--- src/rtl/fb_pattern_writer.sv ---
// rtl/fb_pattern_writer.sv - framebuffer test-pattern writer walking every write position
// Optional ack watchdog: define FB_PATTERN_WRITER_TIMEOUT_EN.
module fb_pattern_writer #(
   parameter int FB_WIDTH    = 128,
   parameter int FB_HEIGHT   = 64,
   parameter int COORD_W     = 8,
   parameter int TICK_DIV    = 27000,
   parameter int ACK_TIMEOUT = 1023
) (
   input  logic               clk,
   input  logic               rst_n,
   input  logic               start,
   input  logic               continuous,
   input  logic               abort,
   input  logic [1:0]         mode,
   input  logic               auto_invert,
   input  logic               fb_busy,
   input  logic               fb_w_data_valid,
   output logic               fb_we,
   output logic [COORD_W-1:0] fb_w_xpos,
   output logic [COORD_W-1:0] fb_w_ypos,
   output logic [7:0]         fb_din,
   output logic               busy,
   output logic               frame_done,
   output logic               error
);

   localparam int TICK_W = (TICK_DIV > 0) ? $clog2(TICK_DIV + 1) : 1;
   localparam logic [TICK_W-1:0]  TICK_LAST = TICK_W'(TICK_DIV);
   localparam logic [COORD_W-1:0] X_LAST    = COORD_W'(FB_WIDTH - 1);
   localparam logic [COORD_W-1:0] Y_LAST    = COORD_W'(FB_HEIGHT - 1);

   typedef enum logic [2:0] {
      S_IDLE,
      S_WAIT_TICK,
      S_ISSUE,
      S_WAIT_ACK,
      S_ADVANCE
   } state_t;

   state_t              state_q, state_d;
   logic [TICK_W-1:0]   tick_q, tick_d;
   logic [COORD_W-1:0]  x_q, x_d, y_q, y_d;
   logic [COORD_W-1:0]  xpos_q, xpos_d, ypos_q, ypos_d;
   logic [7:0]          din_q, din_d;
   logic [1:0]          mode_q, mode_d;
   logic                inv_q, inv_d;
   logic                abort_q, abort_d;
   logic                we_q, we_d;
   logic                done_q, done_d;
   logic                timeout;
   logic                last_pos;
   logic [7:0]          pattern;

   assign last_pos = (x_q == X_LAST) && (y_q == Y_LAST);

   always_comb begin
      pattern = 8'h00;
      case (mode_q)
         2'd0:    pattern = 8'hFF;
         2'd1:    pattern = (x_q[0] ^ y_q[0]) ? 8'hAA : 8'h55;
         2'd2:    pattern = y_q[3] ? 8'hFF : 8'h00;
         default: pattern = x_q[3] ? 8'hFF : 8'h00;
      endcase
      if (inv_q) pattern = pattern ^ 8'hFF;
   end

`ifdef FB_PATTERN_WRITER_TIMEOUT_EN
   localparam int ACK_W = $clog2(ACK_TIMEOUT + 1);
   localparam logic [ACK_W-1:0] ACK_LAST = ACK_W'(ACK_TIMEOUT - 1);

   logic [ACK_W-1:0] ack_cnt_q, ack_cnt_d;
   logic             err_q, err_d;

   // Counter holds the number of WAIT_ACK cycles already spent without an ack.
   assign timeout = (state_q == S_WAIT_ACK) && !fb_w_data_valid && (ack_cnt_q >= ACK_LAST);

   always_comb begin
      ack_cnt_d = ack_cnt_q;
      err_d     = err_q;
      if (state_q != S_WAIT_ACK) ack_cnt_d = '0;
      else if (!fb_w_data_valid && ack_cnt_q < ACK_LAST) ack_cnt_d = ack_cnt_q + 1'b1;
      if (timeout) err_d = 1'b1;
   end

   always_ff @(posedge clk or negedge rst_n) begin
      if (!rst_n) begin
         ack_cnt_q <= '0;
         err_q     <= 1'b0;
      end else begin
         ack_cnt_q <= ack_cnt_d;
         err_q     <= err_d;
      end
   end

   assign error = err_q;
`else
   logic [31:0] unused_ack_timeout;
   assign unused_ack_timeout = ACK_TIMEOUT;
   assign timeout = 1'b0;
   assign error   = 1'b0;
`endif

   always_comb begin
      state_d = state_q;
      tick_d  = tick_q;
      x_d     = x_q;
      y_d     = y_q;
      xpos_d  = xpos_q;
      ypos_d  = ypos_q;
      din_d   = din_q;
      mode_d  = mode_q;
      inv_d   = inv_q;
      abort_d = abort_q;
      we_d    = we_q;
      done_d  = 1'b0;
      case (state_q)
         S_IDLE: begin
            abort_d = 1'b0;
            if (start && !abort) begin
               x_d     = '0;
               y_d     = '0;
               tick_d  = '0;
               mode_d  = mode;
               state_d = S_WAIT_TICK;
            end
         end
         S_WAIT_TICK: begin
            if (abort) begin
               tick_d  = '0;
               state_d = S_IDLE;
            end else if (tick_q >= TICK_LAST) begin
               tick_d  = '0;
               state_d = S_ISSUE;
            end else begin
               tick_d = tick_q + 1'b1;
            end
         end
         S_ISSUE: begin
            if (abort) begin
               state_d = S_IDLE;
            end else if (!fb_busy) begin
               we_d    = 1'b1;
               xpos_d  = x_q;
               ypos_d  = y_q;
               din_d   = pattern;
               abort_d = 1'b0;
               state_d = S_WAIT_ACK;
            end
         end
         S_WAIT_ACK: begin
            abort_d = abort_q | abort;
            // A timed-out write is treated like an ack so the pixel is skipped.
            if (fb_w_data_valid || timeout) begin
               we_d = 1'b0;
               if (abort_q || abort) begin
                  state_d = S_IDLE;
               end else begin
                  done_d  = last_pos;
                  state_d = S_ADVANCE;
               end
            end
         end
         S_ADVANCE: begin
            if (abort) begin
               state_d = S_IDLE;
            end else if (x_q < X_LAST) begin
               x_d     = x_q + 1'b1;
               state_d = S_WAIT_TICK;
            end else begin
               x_d = '0;
               if (y_q < Y_LAST) begin
                  y_d     = y_q + 1'b1;
                  state_d = S_WAIT_TICK;
               end else begin
                  y_d = '0;
                  if (auto_invert) inv_d = ~inv_q;
                  if (continuous) begin
                     mode_d  = mode;
                     state_d = S_WAIT_TICK;
                  end else begin
                     state_d = S_IDLE;
                  end
               end
            end
         end
         default: state_d = S_IDLE;
      endcase
   end

   always_ff @(posedge clk or negedge rst_n) begin
      if (!rst_n) begin
         state_q <= S_IDLE;
         tick_q  <= '0;
         x_q     <= '0;
         y_q     <= '0;
         xpos_q  <= '0;
         ypos_q  <= '0;
         din_q   <= '0;
         mode_q  <= '0;
         inv_q   <= 1'b0;
         abort_q <= 1'b0;
         we_q    <= 1'b0;
         done_q  <= 1'b0;
      end else begin
         state_q <= state_d;
         tick_q  <= tick_d;
         x_q     <= x_d;
         y_q     <= y_d;
         xpos_q  <= xpos_d;
         ypos_q  <= ypos_d;
         din_q   <= din_d;
         mode_q  <= mode_d;
         inv_q   <= inv_d;
         abort_q <= abort_d;
         we_q    <= we_d;
         done_q  <= done_d;
      end
   end

   assign fb_we      = we_q;
   assign fb_w_xpos  = xpos_q;
   assign fb_w_ypos  = ypos_q;
   assign fb_din     = din_q;
   assign frame_done = done_q;
   assign busy       = (state_q != S_IDLE);

endmodule

--- config.mk ---
export PLATFORM = sky130hd
export DESIGN_NAME = fb_pattern_writer
export DESIGN_NICKNAME = d
export VERILOG_FILES = /design/src/rtl/fb_pattern_writer.sv
export SDC_FILE = /design/constraint.sdc
export NUM_CORES = 1
export LEC_CHECK = 0
export CAP_MARGIN = 25
export CORE_MARGIN = 2
export CORE_UTILIZATION = 60
export DETAILED_ROUTE_END_ITERATION = 10
export GPL_TIMING_DRIVEN = 0
export PLACE_DENSITY = 0.84
export SLEW_MARGIN = 25
export SYNTH_ARGS = -nofsm -noshare
export SYNTH_HDL_FRONTEND = slang
export SYNTH_SLANG_ARGS = --single-unit
--- constraint.sdc ---
create_clock -name clk -period 3.4 [get_ports clk]
set_input_delay 0.68 -clock clk [delete_from_list [all_inputs] [get_ports clk]]
set_output_delay 0.68 -clock clk [all_outputs]
set_load 0.01 [all_outputs]
=== Yosys cells after proc, flatten, opt, wreduce, memory -nomap -nowiden ===
Cells that the tools add are included.
W data, S select, Z words.

* Flip-flop bits (word level): 64
* Input port bits: 10

* Add/sub/neg operators: 3
* $lt $le $gt $ge: 3
* Equality and inequality tests: 18
* Muxes and demuxes: 45
* Bitwise logic cells: 8
* Reduce and logical (&&, ||, !) cells: 20

{| class="wikitable"
|+ Operator list
! cell !! number
|-
| $mux W8 || 10
|-
| $mux W15 || 3
|-
| $pmux W8 S2 || 2
|-
| $pmux W15 S2 || 1
|-
| $pmux W8 S3 || 1
|-
| $mux W3 || 7
|-
| $add A8 B1 Y8 const B || 2
|-
| $ne A2 B2 Y1 const B || 8
|-
| $add A15 B1 Y15 const B || 1
|-
| $ge A15 B15 Y1 const B || 1
|-
| $pmux W3 S5 || 1
|-
| $mux W1 || 12
|-
| $reduce_and A4 Y1 || 3
|-
| $mux W2 || 5
|-
| $reduce_and A3 Y1 || 3
|-
| $eq A8 B6 Y1 const B || 1
|-
| $eq A8 B7 Y1 const B || 1
|-
| $lt A8 B6 Y1 const B || 1
|-
| $lt A8 B7 Y1 const B || 1
|-
| $not A8 Y8 || 1
|-
| $eq A3 B2 Y1 const B || 2
|-
| $ne A3 B3 Y1 const B || 2
|-
| $reduce_and A6 Y1 || 1
|-
| $reduce_bool A2 Y1 || 3
|-
| other kinds (18) || 24
|}

=== Longest topological paths before layout ===
Gate-level depths: netlist of run 1.

* Depth after elaboration: 5
* Mapped depth: 7

=== Least setup slack after synthesis of run 1 ===
OpenSTA, ideal clock, no wires.

* Path kind: input -> register
* From: input port abort
* To: register mode_q[0]
* Setup time: 0.128 ns
* Arrival: 2.144 ns
* Slack: 1.129 ns
* Stages: 6
* Buffers on the path: 2
* Cells stage by stage: buf_6 -> or3_1 -> buf_2 -> or2_4 -> nor4_4 -> mux2_1

* Longest elaborated chain between the ends: 4

{| class="wikitable"
|+ Ends and longest elaborated chain
! item !! RTL line !! text
|-
| from (decl) || 14 || <nowiki>input logic abort,</nowiki>
|-
| $logic_not A1 Y1 || 120 || <nowiki>if (start && !abort) begin</nowiki>
|-
| $logic_and A1 B1 Y1 || 120 ||
|-
| $ne A2 B2 Y1 (no source line) || n/a ||
|-
| $reduce_and A6 Y1 (no source line) (*) || n/a ||
|-
| to (signal assigned) || 213 || <nowiki>mode_q <= mode_d;</nowiki>
|-
| to (decl) || 46 || <nowiki>logic [1:0] mode_q, mode_d;</nowiki>
|}

Mark *: on every way between the ends. The rest lies on a longest branch, timed or not.
A chain may end at the register's enable or synchronous reset.

=== Worst setup path after layout of run 1 ===
* From: register state_q[1]
* To: output port busy

* Longest elaborated chain between the ends: 1

{| class="wikitable"
|+ Ends and longest elaborated chain
! item !! RTL line !! text
|-
| from (decl) || 41 || <nowiki>state_t state_q, state_d;</nowiki>
|-
| from (signal assigned) || 206 || <nowiki>state_q <= state_d;</nowiki>
|-
| $reduce_bool A3 Y1 || 226 || <nowiki>assign busy = (state_q != S_IDLE);</nowiki>
|-
| to (decl) || 23 || <nowiki>output logic busy,</nowiki>
|}

Every way passes these cells.

==> impl_results.md, run 1 <==
* Crit-path max FO at 10
* Vias per cell at 6.100
* Slew Limit Fails at 0
* WHS at 0.2337 ns
* N_diodes at 0
* Netlist cell types at 53
* Initial DRT Pass Iterations at 5
* Asr flop ratio synth at 1.000
* Capturing point of the worst reg2reg path: fb_w_ypos[2]
* Clock slew seen by the registers of the worst setup and hold paths at 0.06 ns
* Root buffer cell: clkbuf_8
* Register area share after synthesis at 0.4685
* Syn Nets at 320
* Skew final at 0.004752 ns
* Slew @ Worst Pin at 0.5894 ns
* Reg power frac at 0.361
* Worst reg2reg setup slack at 1.20 ns
* Slew margin rel. at 0.6029
* Sum Neg Setup Slack at 0 ns
* Number of placement rows at 26
* Largest net degree at the start of global routing at 34
* GP Congestion at 0.9193
* H-tree depth at 3
* Synth top area cells: dfrtp_1, mux2_2, a31oi_1, nand3b_1, nand2_1
* Final WS setup at 0.8939 ns
* Buf/Inv on CP at 2
* Yosys top cell by area: dfrtp_1
* Die X at 75.86 um
* WL final at 7038 um
* Lkg Pwr at 1.621 nW
* DR iter-0 viols at 171
* Clk_lat worst skew at 0.34 ns
* Delay-heaviest family, CP: buffers and inverters
* Sw frac at 0.3154
* Max Cap Viol at 0
* GRT Util Overall at 0.2727
* Area of the core at 5042 um^2
* CP peak stage delay at 0.48 ns
* Post-cts resize count at 0
* Port Buf Inserts at 35
* WL/cell at 16.44 um
* Worst hold path class: in2async
* Worst r2r src: state_q[2]
* Mapped Avg Cell Area at 10.12 um^2
* WP data arrival at 1.83 ns
* Nets at 367
* Max Freq at 0.3990 GHz
* Critical path's slowest cell: clkdlybuf4s50_1
* Post-Synthesis Cell Area at 3098 um^2
* CP Launch Type: flip-flop
* P&R area growth vs syn at 22.37%
* Final Hold Vio Count at 0
* Crit path cell chain: clkbuf_1 -> or3_1 -> clkdlybuf4s50_1
* Fin crit share at 0.7371
* Vias at 2611
* Total grt overflow at 0
* Vias in the first global route at 2393
* Util after Layout at 0.7519
* Status: completed
* Die Ht at 75.86 um
* Critical path data required time at 2.72 ns
* Initial core utilization at 0.6144
* PD cells at 617.5 nW/um^2
* CTS Hold Bufs at 0
* Worst slack, placed at 0.9590 ns
* ANT nets after route at 0
* Most common cell in the synthesized netlist: dfrtp_1
* Number of CTS-inserted buffers at 9
* Share of cells above drive strength 1 at 0.1676
* Final setup fails at 0
* Kind of critical path: reg2out
* CTS tree: done
* Initial antenna violation count at 0
* Synth cell count leaders: dfrtp_1, a31oi_1, nand2_1, mux2_2, nor2_1
* Full die area at 5754 um^2
* Yosys top cell area share at 0.4685
* EDFF count, synth at 0
* Worst setup EP type: output pin
* Crit path time final at 2.506 ns
* Clock Path Buffers at 2
* YS warnings at 0
* Main synth FF type: dfrtp_1
* Combinational power share at 0.320
* Synth Register Bits at 58
* First-pass GRT wire length at 11590 um
* # DRC at 0
* CTS Sinks at 58
* Worst VDD drop at 0.3686 mV
* Gate Count Post-Synth at 306
* Internal at 0.001603 W
* Number of post-CTS setup repair buffers at 0
* Unrepaired setup endpoints after global routing: no
* Tot Pwr at 0.002341 W
* IO Pins at 38
* Reg2reg path depth at 5
* DPL Wire Length at 4924 um
* Clock share of power at 0.319
* Switch Pwr at 0.0007384 W
[registers in the layout, indices dropped and copies added (netlist names)]
name and count:
inv_q 1, fb_we 1, mode_q 2, x_q 8, state_q 3, tick_q 15, fb_w_xpos 8, fb_din 2
frame_done 1, fb_w_ypos 8, abort_q 1, y_q 8
[worst max-delay path by stage]
stage | slack, ns | endpoint | cells after the start | start
after floorplan | 1.13 | mode_q[0] | 6 | abort
after global placement | -0.11 | fb_w_ypos[4] | 1 | rst_n
after detailed placement | 0.96 | mode_q[1] | 5 | start
after CTS | 0.90 | busy | 3 | state_q[2]
after global routing | 0.83 | busy | 3 | state_q[2]
final | 0.89 | busy | 3 | state_q[1]
[final cells by class]
cell class	count	area, um^2
Tap cell	70	87.58
Buffer	26	143.9
Clock inverter	4	72.57
Timing Repair Buffer	36	367.9
Inverter	8	30.03
Multi-Input combinational cell	214	1473
Fill cell	358	1251
Sequential cell	58	1451
Clock buffer	12	165.2
[per-stage QoR]
stage / area [um^2] / instances
finish: 3791 / 428
CTS: 3791 / 428
floorplan: 3098 / 306
detailed placement: 3553 / 412
global placement: 3536 / 411
global route: 3791 / 428
[cells in the final DEF, fill, tap and decap left out, types with 6 or more instances in the layout]
cell,n
buf_2,7
nand3_1,10
nand2_1,19
mux2_2,16
clkdlybuf4s50_1,34
a31oi_1,22
and3_1,7
inv_1,8
clkbuf_1,10
o31ai_1,6
o21ai_0,10
nand3b_1,10
dfrtp_1,58
buf_4,9
clkbuf_8,12
nor3_1,9
a21oi_1,8
nor2_1,16
[power by group through the flow]
stage               combinational (W)  sequential [W]  clock (W)
finish                       0.000750        0.000845   0.000746
global route                 0.000834        0.000855   0.000785
CTS                          0.000750        0.000845   0.000753
detailed placement           0.000745        0.000851          0
global placement             0.000718        0.000843          0
floorplan                    0.000463        0.000848          0
[routing by layer]
metal / vias to the layer above / track usage / wire (um)
met5: - / 0 / 0
met1: 1259 / 0.3379 / 2839
met3: 26 / 0.05688 / 349
met2: 102 / 0.4540 / 3628
met4: 0 / 0.1306 / 221
li1: 1224 / - / -
[logic make-up (layout without fill, tap and decap cells)]
group	after synthesis	in the layout	synth area share
flops	58	58	0.4685
simple gates	108	108	0.1991
compound gates	73	73	0.1648
mux	19	19	0.06866
other cells	1	1	0.001210
buf+inv	34	86	0.05614
xor+xnor	9	9	0.02544
fa+ha+maj	4	4	0.01616
Note: power is estimated with default switching activity, not from simulation.
==> inputs of run 2 (changes only) <==
- CORE_UTILIZATION: 60 -> 56
- PLACE_DENSITY: 0.84 -> 0.79
- clock period: 3.4 -> 2.45 ns (I/O delays scaled with it)
==> run 2 against run 1 <==
Effect of this change: global-route usage fell by 3.2 points; first-iteration DRC count rose by 7.6%; routed wire length down 4.9%; flip-flop and latch count did not move; total power up 32%; via count is 3.0% lower; final area decreased by 0.99%; clock power up 21%; die area up 6.8%; critical endpoint unchanged.
==> impl_results.md, run 2 (synthesized netlist as in run 1, its figures left out) <==
* Reg with most FFs: tick_q
* CTS tree: done
* Skew final at 0.006795 ns
* Switch Pwr at 0.0009996 W
* Status: completed
* Final setup fails at 0
* Total grt overflow at 0
* Reg power frac at 0.378
* N_diodes at 0
* Clock share of power at 0.291
* Area of the core at 5439 um^2
* Slew margin rel. at 0.5735
* Register Area at 1451 um^2
* Kind of critical path: reg2out
* Final Hold Vio Count at 0
* Vias at 2533
* Root buffer cell: clkbuf_8
* Max reg flops at 15
* Vias in the first global route at 2507
* WP data arrival at 1.84 ns
* Worst r2r src: state_q[2]
* Multi-input gate area at 1473 um^2
* Clock slew seen by the registers of the worst setup and hold paths at 0.07 ns
* Clock Path Buffers at 2
* # DRC at 0
* WHS at 0.04682 ns
* Initial antenna violation count at 0
* Max Cap Viol at 0
* First-pass GRT wire length at 11710 um
* Unrepaired setup endpoints after global routing: no
* Crit-path max FO at 10
* Slew @ Worst Pin at 0.6331 ns
* PD cells at 824.5 nW/um^2
* DR iter-0 viols at 184
* Largest net degree at the start of global routing at 38
* Lkg Pwr at 1.603 nW
* Nets at 367
* Worst hold path class: in2async
* CP Launch Type: flip-flop
* Worst VDD drop at 0.6952 mV
* WL/cell at 15.57 um
* Clk_lat worst skew at 0.33 ns
* P&R area growth vs syn at 21.16%
* Vias per cell at 5.891
* Number of placement rows at 27
* CTS Sinks at 58
* Crit path time final at 2.327 ns
* Port Buf Inserts at 35
* IO Pins at 38
* Number of CTS-inserted buffers at 9
* Post-cts resize count at 0
* Most common cell after layout, fill and taps aside: dfrtp_1
* Worst setup EP type: output pin
* Tot Pwr at 0.003095 W
* WL final at 6696 um
* Max Freq at 0.4297 GHz
* Share of cells above drive strength 1 at 0.1592
* Die X at 78.38 um
* Full die area at 6143 um^2
* Fin crit share at 0.9498
* Sum Neg Setup Slack at 0 ns
* Most frequent cells in the layout: dfrtp_1, clkdlybuf4s50_1, a31oi_1
* GP Congestion at 0.8956
* Final instance area at 3754 um^2
* Slew Limit Fails at 0
* Critical Path Start: state_q[1]
* H-tree depth at 3
* Number of post-CTS setup repair buffers at 0
* Combinational power share at 0.331
* CTS Hold Bufs at 0
* Initial core utilization at 0.5696
* Die Ht at 78.38 um
* DPL Wire Length at 4793 um
* Internal at 0.002095 W
* Initial DRT Pass Iterations at 4
* GRT Util Overall at 0.2409
* Placed inst area at 3556 um^2
* Fill cells at 439
* Sw frac at 0.3230
* ANT nets after route at 0
* Critical path data required time at 1.96 ns
run 2: layer usage:
layer	up-vias	track usage	part of all wire
li1	1214	-	-
met1	1230	0.3030	0.43
met2	78	0.4103	0.50
met3	11	0.04943	0.047
met4	0	0.09123	0.017
met5	-	0	0
run 2: worst max-delay path, stage by stage (launching register included):
cell and delay (ns):
dfrtp_1 0.42, clkbuf_1 0.23, or3_1 0.38, clkdlybuf4s50_1 0.48
run 2: worst paths after layout:
kind | to | slack, ns | depth (start not counted)
min reg2reg | tick_q[13] | 0.50 | 1
max reg2reg | fb_w_ypos[0] | 0.24 | 5
min | fb_w_xpos[2] | 0.05 | 1
max | busy | 0.12 | 3
max in group asynchronous | fb_w_ypos[0] | 1.92 | 2
min in group clk | state_q[1] | 0.48 | 3
run 2: power groups by stage:
stage / Sequential (W) / Clock (W) / Combinational [W]
floorplan: 0.00118 / 0 / 0.000642
global placement: 0.00118 / 0 / 0.000995
detailed placement: 0.00118 / 0 / 0.00103
CTS: 0.00117 / 0.000910 / 0.00103
global route: 0.00119 / 0.000956 / 0.00113
finish: 0.00117 / 0.000901 / 0.00103
run 2: final cells by class:
type | instances | share of cell area
clock buffers | 14 | 0.04333
well taps | 72 | 0.02400
inverters | 8 | 0.008000
repair buffers | 36 | 0.09800
clock inverters | 2 | 0.009333
multi-input cells | 214 | 0.3923
plain buffers | 26 | 0.03833
flip-flops and latches | 58 | 0.3867
run 2: metrics by stage:
step | utilization | instances | setup slack [ns]
final | 0.6901 | 430 | 0.1230
after global routing | 0.6901 | 430 | 0.07215
after CTS | 0.6901 | 430 | 0.1340
after detailed placement | 0.6538 | 414 | 0.1715
after global placement | 0.6506 | 413 | -0.8989
after floorplan | - | 306 | 0.3689
